## src/rtl/gpio_debounce.sv

```systemverilog
// Pushbutton conditioner: 2-flop sync, per-channel debounce, edge pulses, sticky events.
// Edge pulses, events and ack logic exist only when GPIO_DEBOUNCE_EVENT_EN is defined.
module gpio_debounce #(
  parameter int              NumIn          = 3,
  parameter int              DebounceCycles = 6000,
  parameter logic [NumIn-1:0] ResetValue    = '0
) (
  input  logic             clk_i,
  input  logic             rst_ni,
  input  logic [NumIn-1:0] pin_i,
  output logic [NumIn-1:0] level_o,
  output logic [NumIn-1:0] rise_o,
  output logic [NumIn-1:0] fall_o,
  output logic [NumIn-1:0] event_o,
  input  logic [NumIn-1:0] ack_i
);

  localparam int CW = $clog2(DebounceCycles);
  localparam logic [CW-1:0] CntMax = CW'(DebounceCycles - 1);

  logic [NumIn-1:0] meta_q;
  logic [NumIn-1:0] sync_q;
  logic [NumIn-1:0] level_q;
  logic [NumIn-1:0] accept;
  logic [CW-1:0]    cnt_q [NumIn];
  logic [CW-1:0]    cnt_d [NumIn];

  always_comb begin
    for (int i = 0; i < NumIn; i++) begin
      accept[i] = 1'b0;
      cnt_d[i]  = '0;
      if (sync_q[i] != level_q[i]) begin
        if (cnt_q[i] == CntMax) begin
          accept[i] = 1'b1;
        end else begin
          cnt_d[i] = cnt_q[i] + CW'(1);
        end
      end
    end
  end

  always_ff @(posedge clk_i or negedge rst_ni) begin
    if (!rst_ni) begin
      meta_q  <= ResetValue;
      sync_q  <= ResetValue;
      level_q <= ResetValue;
      for (int i = 0; i < NumIn; i++) begin
        cnt_q[i] <= '0;
      end
    end else begin
      meta_q  <= pin_i;
      sync_q  <= meta_q;
      level_q <= level_q ^ accept;
      for (int i = 0; i < NumIn; i++) begin
        cnt_q[i] <= cnt_d[i];
      end
    end
  end

  assign level_o = level_q;

`ifdef GPIO_DEBOUNCE_EVENT_EN
  logic [NumIn-1:0] rise_q;
  logic [NumIn-1:0] fall_q;
  logic [NumIn-1:0] event_q;

  // A showing pulse holds the flag so an ack in that cycle cannot clear it.
  always_ff @(posedge clk_i or negedge rst_ni) begin
    if (!rst_ni) begin
      rise_q  <= '0;
      fall_q  <= '0;
      event_q <= '0;
    end else begin
      rise_q  <= accept & sync_q;
      fall_q  <= accept & ~sync_q;
      event_q <= accept | rise_q | fall_q | (event_q & ~ack_i);
    end
  end

  assign rise_o  = rise_q;
  assign fall_o  = fall_q;
  assign event_o = event_q;
`else
  logic unused_ack;
  assign unused_ack = ^ack_i;
  assign rise_o     = '0;
  assign fall_o     = '0;
  assign event_o    = '0;
`endif

endmodule

```

## config.mk

```make
export PLATFORM = sky130hd
export DESIGN_NAME = gpio_debounce
export DESIGN_NICKNAME = d
export VERILOG_FILES = /design/src/rtl/gpio_debounce.sv
export SDC_FILE = /design/constraint.sdc
export NUM_CORES = 1
export LEC_CHECK = 0
export CAP_MARGIN = 20
export CORE_ASPECT_RATIO = 1.4
export CORE_MARGIN = 2
export CORE_UTILIZATION = 50
export CTS_CLUSTER_DIAMETER = 200
export DETAILED_ROUTE_END_ITERATION = 8
export MAX_ROUTING_LAYER = met4
export PLACE_DENSITY = 0.79
export SLEW_MARGIN = 20
export SYNTH_ARGS = -nofsm -noshare
export SYNTH_HDL_FRONTEND = slang
export SYNTH_SLANG_ARGS = --single-unit
```

## constraint.sdc

```tcl
create_clock -name clk_i -period 2.5 [get_ports clk_i]
set_input_delay 0.25 -clock clk_i [delete_from_list [all_inputs] [get_ports clk_i]]
set_output_delay 0.25 -clock clk_i [all_outputs]
set_load 0.05 [all_outputs]
```

# Yosys cells after proc, flatten, opt, wreduce, memory -nomap -nowiden
# Index checks and enable logic that the tools add are counted.
# word_totals
regBits	48
wordCells	28
output_inout_bits	12
input_bits	8
# classes
addsub	3
eq_ne	6
bitwise	1
mux	12
# op_table
cell	n
2-to-1 mux 13 bit	6
adder 13 x 1 -> 13 bit (second input constant)	3
== test 13 bit (second input constant)	3
2-to-1 mux 1 bit	6
inequality test 1 bit	3
bitwise XOR 3 bit	1

# Longest topological paths before layout
# depth
ltp_word	4
mapped_depth	5
mapped_depth_nobuf	4

# Worst setup path after synthesis
# No wires, ideal clock.
# synth_path
kind	reg-to-reg
startpoint	reg cnt_q[30] (netlist name)
endpoint	reg (tool-made name)
slack_ns	0.789
period_less_slack_ns	1.711
required_ns	2.375
setup_ns	0.125
t_arrival_ns	1.586
path_stages_with_launch	4
cell_sequence	dfrtp_1 -> or4b_4 -> nor4_1 -> mux2_2
# synth_lines
item	line_no	source
start, declared	25	logic [CW-1:0] cnt_q [NumIn];
start signal, assigned by index	55	cnt_q[i] <= cnt_d[i];

==> results.cfg <==
[floorplanning]
dieHeight_um = 85.1
core-area_um2 = 4540
start_util_pct = 51.8
rows = 29
die_area_um2 = 5270
ios = 20
dieWidth_um = 62.0

[global_route]
grtUsageTotal_pct = 17.5
grt_max_degree = 32
grt_pass1_vias = 1645
grt_overflow = 0
use_met2_pct = 27.7
antenna_found_initial = 0
met3_usage_pct = 4.27
gr-usage-met1_pct = 21.4
grt_pass1_wl_um = 6930
grt.busiest_layer = met2

[worst_setup_path]
cp_cell_sequence = or4b_4 -> o41ai_4 -> a21oi_1
crit_family = compound AO/OA/AOI/OAI gates
critical_path_class = reg -> reg
crit_slowest_cell = o41ai_4
cp_num_buf_inv = 0
cp-end-kind = flip-flop
setup.worst_path.start_class = flip-flop
crit_fanout = 13
required_ps = 2640
arrival_ps = 2110
max_stage_delay_ps = 710

[synth]
yosysSeqAreaShare_pct = 51.1
synth.avg_cell_area_um2 = 10.8
synthArstFlopShare_pct = 100
ys_seq_elements = 48
yosysUniqueCellTypes = 27
yosysTopAreaCell = dfrtp_1
synth_most_common_cell = dfrtp_1
yosysTopAreaCellShare_pct = 51.1
synth_flop_cell = dfrtp_1
synthTopCellsByArea = dfrtp_1 51%, a21oi_1 5.1%, o41ai_4 3.5%
ys_top_cells_by_count = 48 x dfrtp_1, 24 x a21oi_1, 15 x nor2_1
synth_cells = 217
yosys_warnings = 0
syn_area_um2 = 2350
synth_edf_count = 0

[cts]
clock-root-buffer = clkbuf_8
numCtsBuffers = 5
cts_resized = 0
clkLatencyLatePin_ps = 290
hold_buffers = 0
clkTransAtPathRegs_ps = 90
cts.htree.levels = 2
cts_max_path_buffers = 2
cts_tree = built
cts_sinks = 48
cts_setup_buffers = 0

[route]
via_count = 1667
first_iter_violations = 48
finalWirelength_um = 3990
drtPass1Iterations = 4
wl_per_cell_um = 13.6
detail-route-antenna-nets = 0
drc_errors = 0
routed_via_density = 5.71

[sta]
finClkSkew_ps = 3.86
relSlewSlack_pct = 51.5
hold_viol = 29
hold_ws_ps = -19.8
fin_crit_ps = 1970
timing.fmax_mhz = 507
tns_ps = 0
final.period_utilization_pct = 78.9
tightest_slew_ps = 724
finalSetupViolCount = 0
rsz0062_at_grt = no
slew_violations = 0

[placed_design]
routabilityCongestion = 0.867
dpl.cell_count = 284
dpl.hpwl_um = 2810
io_buffers = 7

[power]
p_leak_nw = 1.04
ir_worst_vdd_mv = 0.444
p_per_area_nw_per_um2 = 570
total_power_mw = 1.46

[flow_run]
maxCapViolations = 0

[layout]
layout-drive-gt1-share_pct = 9.57
diodes = 0
fin_cells = 292
nets = 240
area_growth_pct = 8.73
n_fill_cell = 395

[min_path]
hold_class = in -> async

[outcome]
violations = negative hold slack
status = finished with violations
==> cells in the final DEF, fill, tap and decap left out, types with 10 or more instances in the layout <==
master / netlist / final
a21oi_1: 24 / 24
dfrtp_1: 48 / 48
nand3_1: 12 / 12
nor2_1: 15 / 15
o21ai_0: 10 / 10
o31ai_1: 10 / 10
or3_1: 10 / 10
or4_1: 10 / 10
==> stage by stage <==
step	cell area, µm²	util, %	worst slack [ps]	hold WS (ps)
2_1_floorplan	2380	-	789	-45.6
5_1_grt	2560	56.4	390	33.5
4_1_cts	2560	56.4	508	7.56
3_5_place_dp	2440	53.8	510	326
6_report	2560	56.4	529	-19.8
3_3_place_gp	2440	53.8	540	318
==> cell type report <==
| cell class | instances | area [µm²] | area share (%) |
|---|---|---|---|
| inverter | 9 | 33.8 | 1.32 |
| multi-input combinational | 155 | 1040 | 40.7 |
| timing repair buffer | 10 | 87.6 | 3.43 |
| clock inverter | 3 | 46.3 | 1.81 |
| sequential | 48 | 1200 | 47.0 |
| clock buffer | 5 | 68.8 | 2.69 |
| tap | 62 | 77.6 | 3.03 |
==> worst reg2reg max path: stages (launching register included) <==
cell	delay, ps
dfrtp_1	430
or4b_4	570
o41ai_4	710
a21oi_1	100
==> power by group <==
group | total (mW) | internal (mW) | switching [mW]
clock network | 0.560 | 0.301 | 0.258
registers | 0.806 | 0.792 | 0.0138
logic | 0.0910 | 0.0241 | 0.0669
total | 1.46 | 1.12 | 0.339
==> metal layers <==
metal  part of all wire [%]  vias to the layer above  wire length (µm)
met5                      0                        -                 0
met4                    1.2                        0                46
met3                    3.0                        4               120
met2                     51                       26              2050
met1                     44                      820              1770
li1                       -                      817                 -
==> sequential cells by signal, summed over array words and instances, names as in the netlist, named ones only <==
name	cells
cnt_q	39
meta_q	3
sync_q	3
==> kinds of logic after synthesis <==
group | synth area share (%)
AND/OR/NAND/NOR | 19.9
AO/OA/AOI/OAI | 15.4
flip-flops | 51.1
buffers and inverters | 5.91
XOR/XNOR | 4.47
adder cells (fa/ha/maj) | 1.60
multiplexers | 1.44
other | 0.160
==> path summary, 6_finish.rpt <==
check	depth (start not counted)	slack, ps	endpoint	start
worst max-delay path	3	530	cnt_q[32]	cnt_q[30]
worst min-delay path	1	-20	cnt_q[16]	rst_ni
worst max register to register	3	530	cnt_q[32]	cnt_q[30]
worst min register to register	0	360	sync_q[1]	meta_q[1]
max in group asynchronous	2	1920	cnt_q[0]	rst_ni
min in group clk_i	0	360	sync_q[1]	meta_q[1]
(Power assumes the default switching activity.)
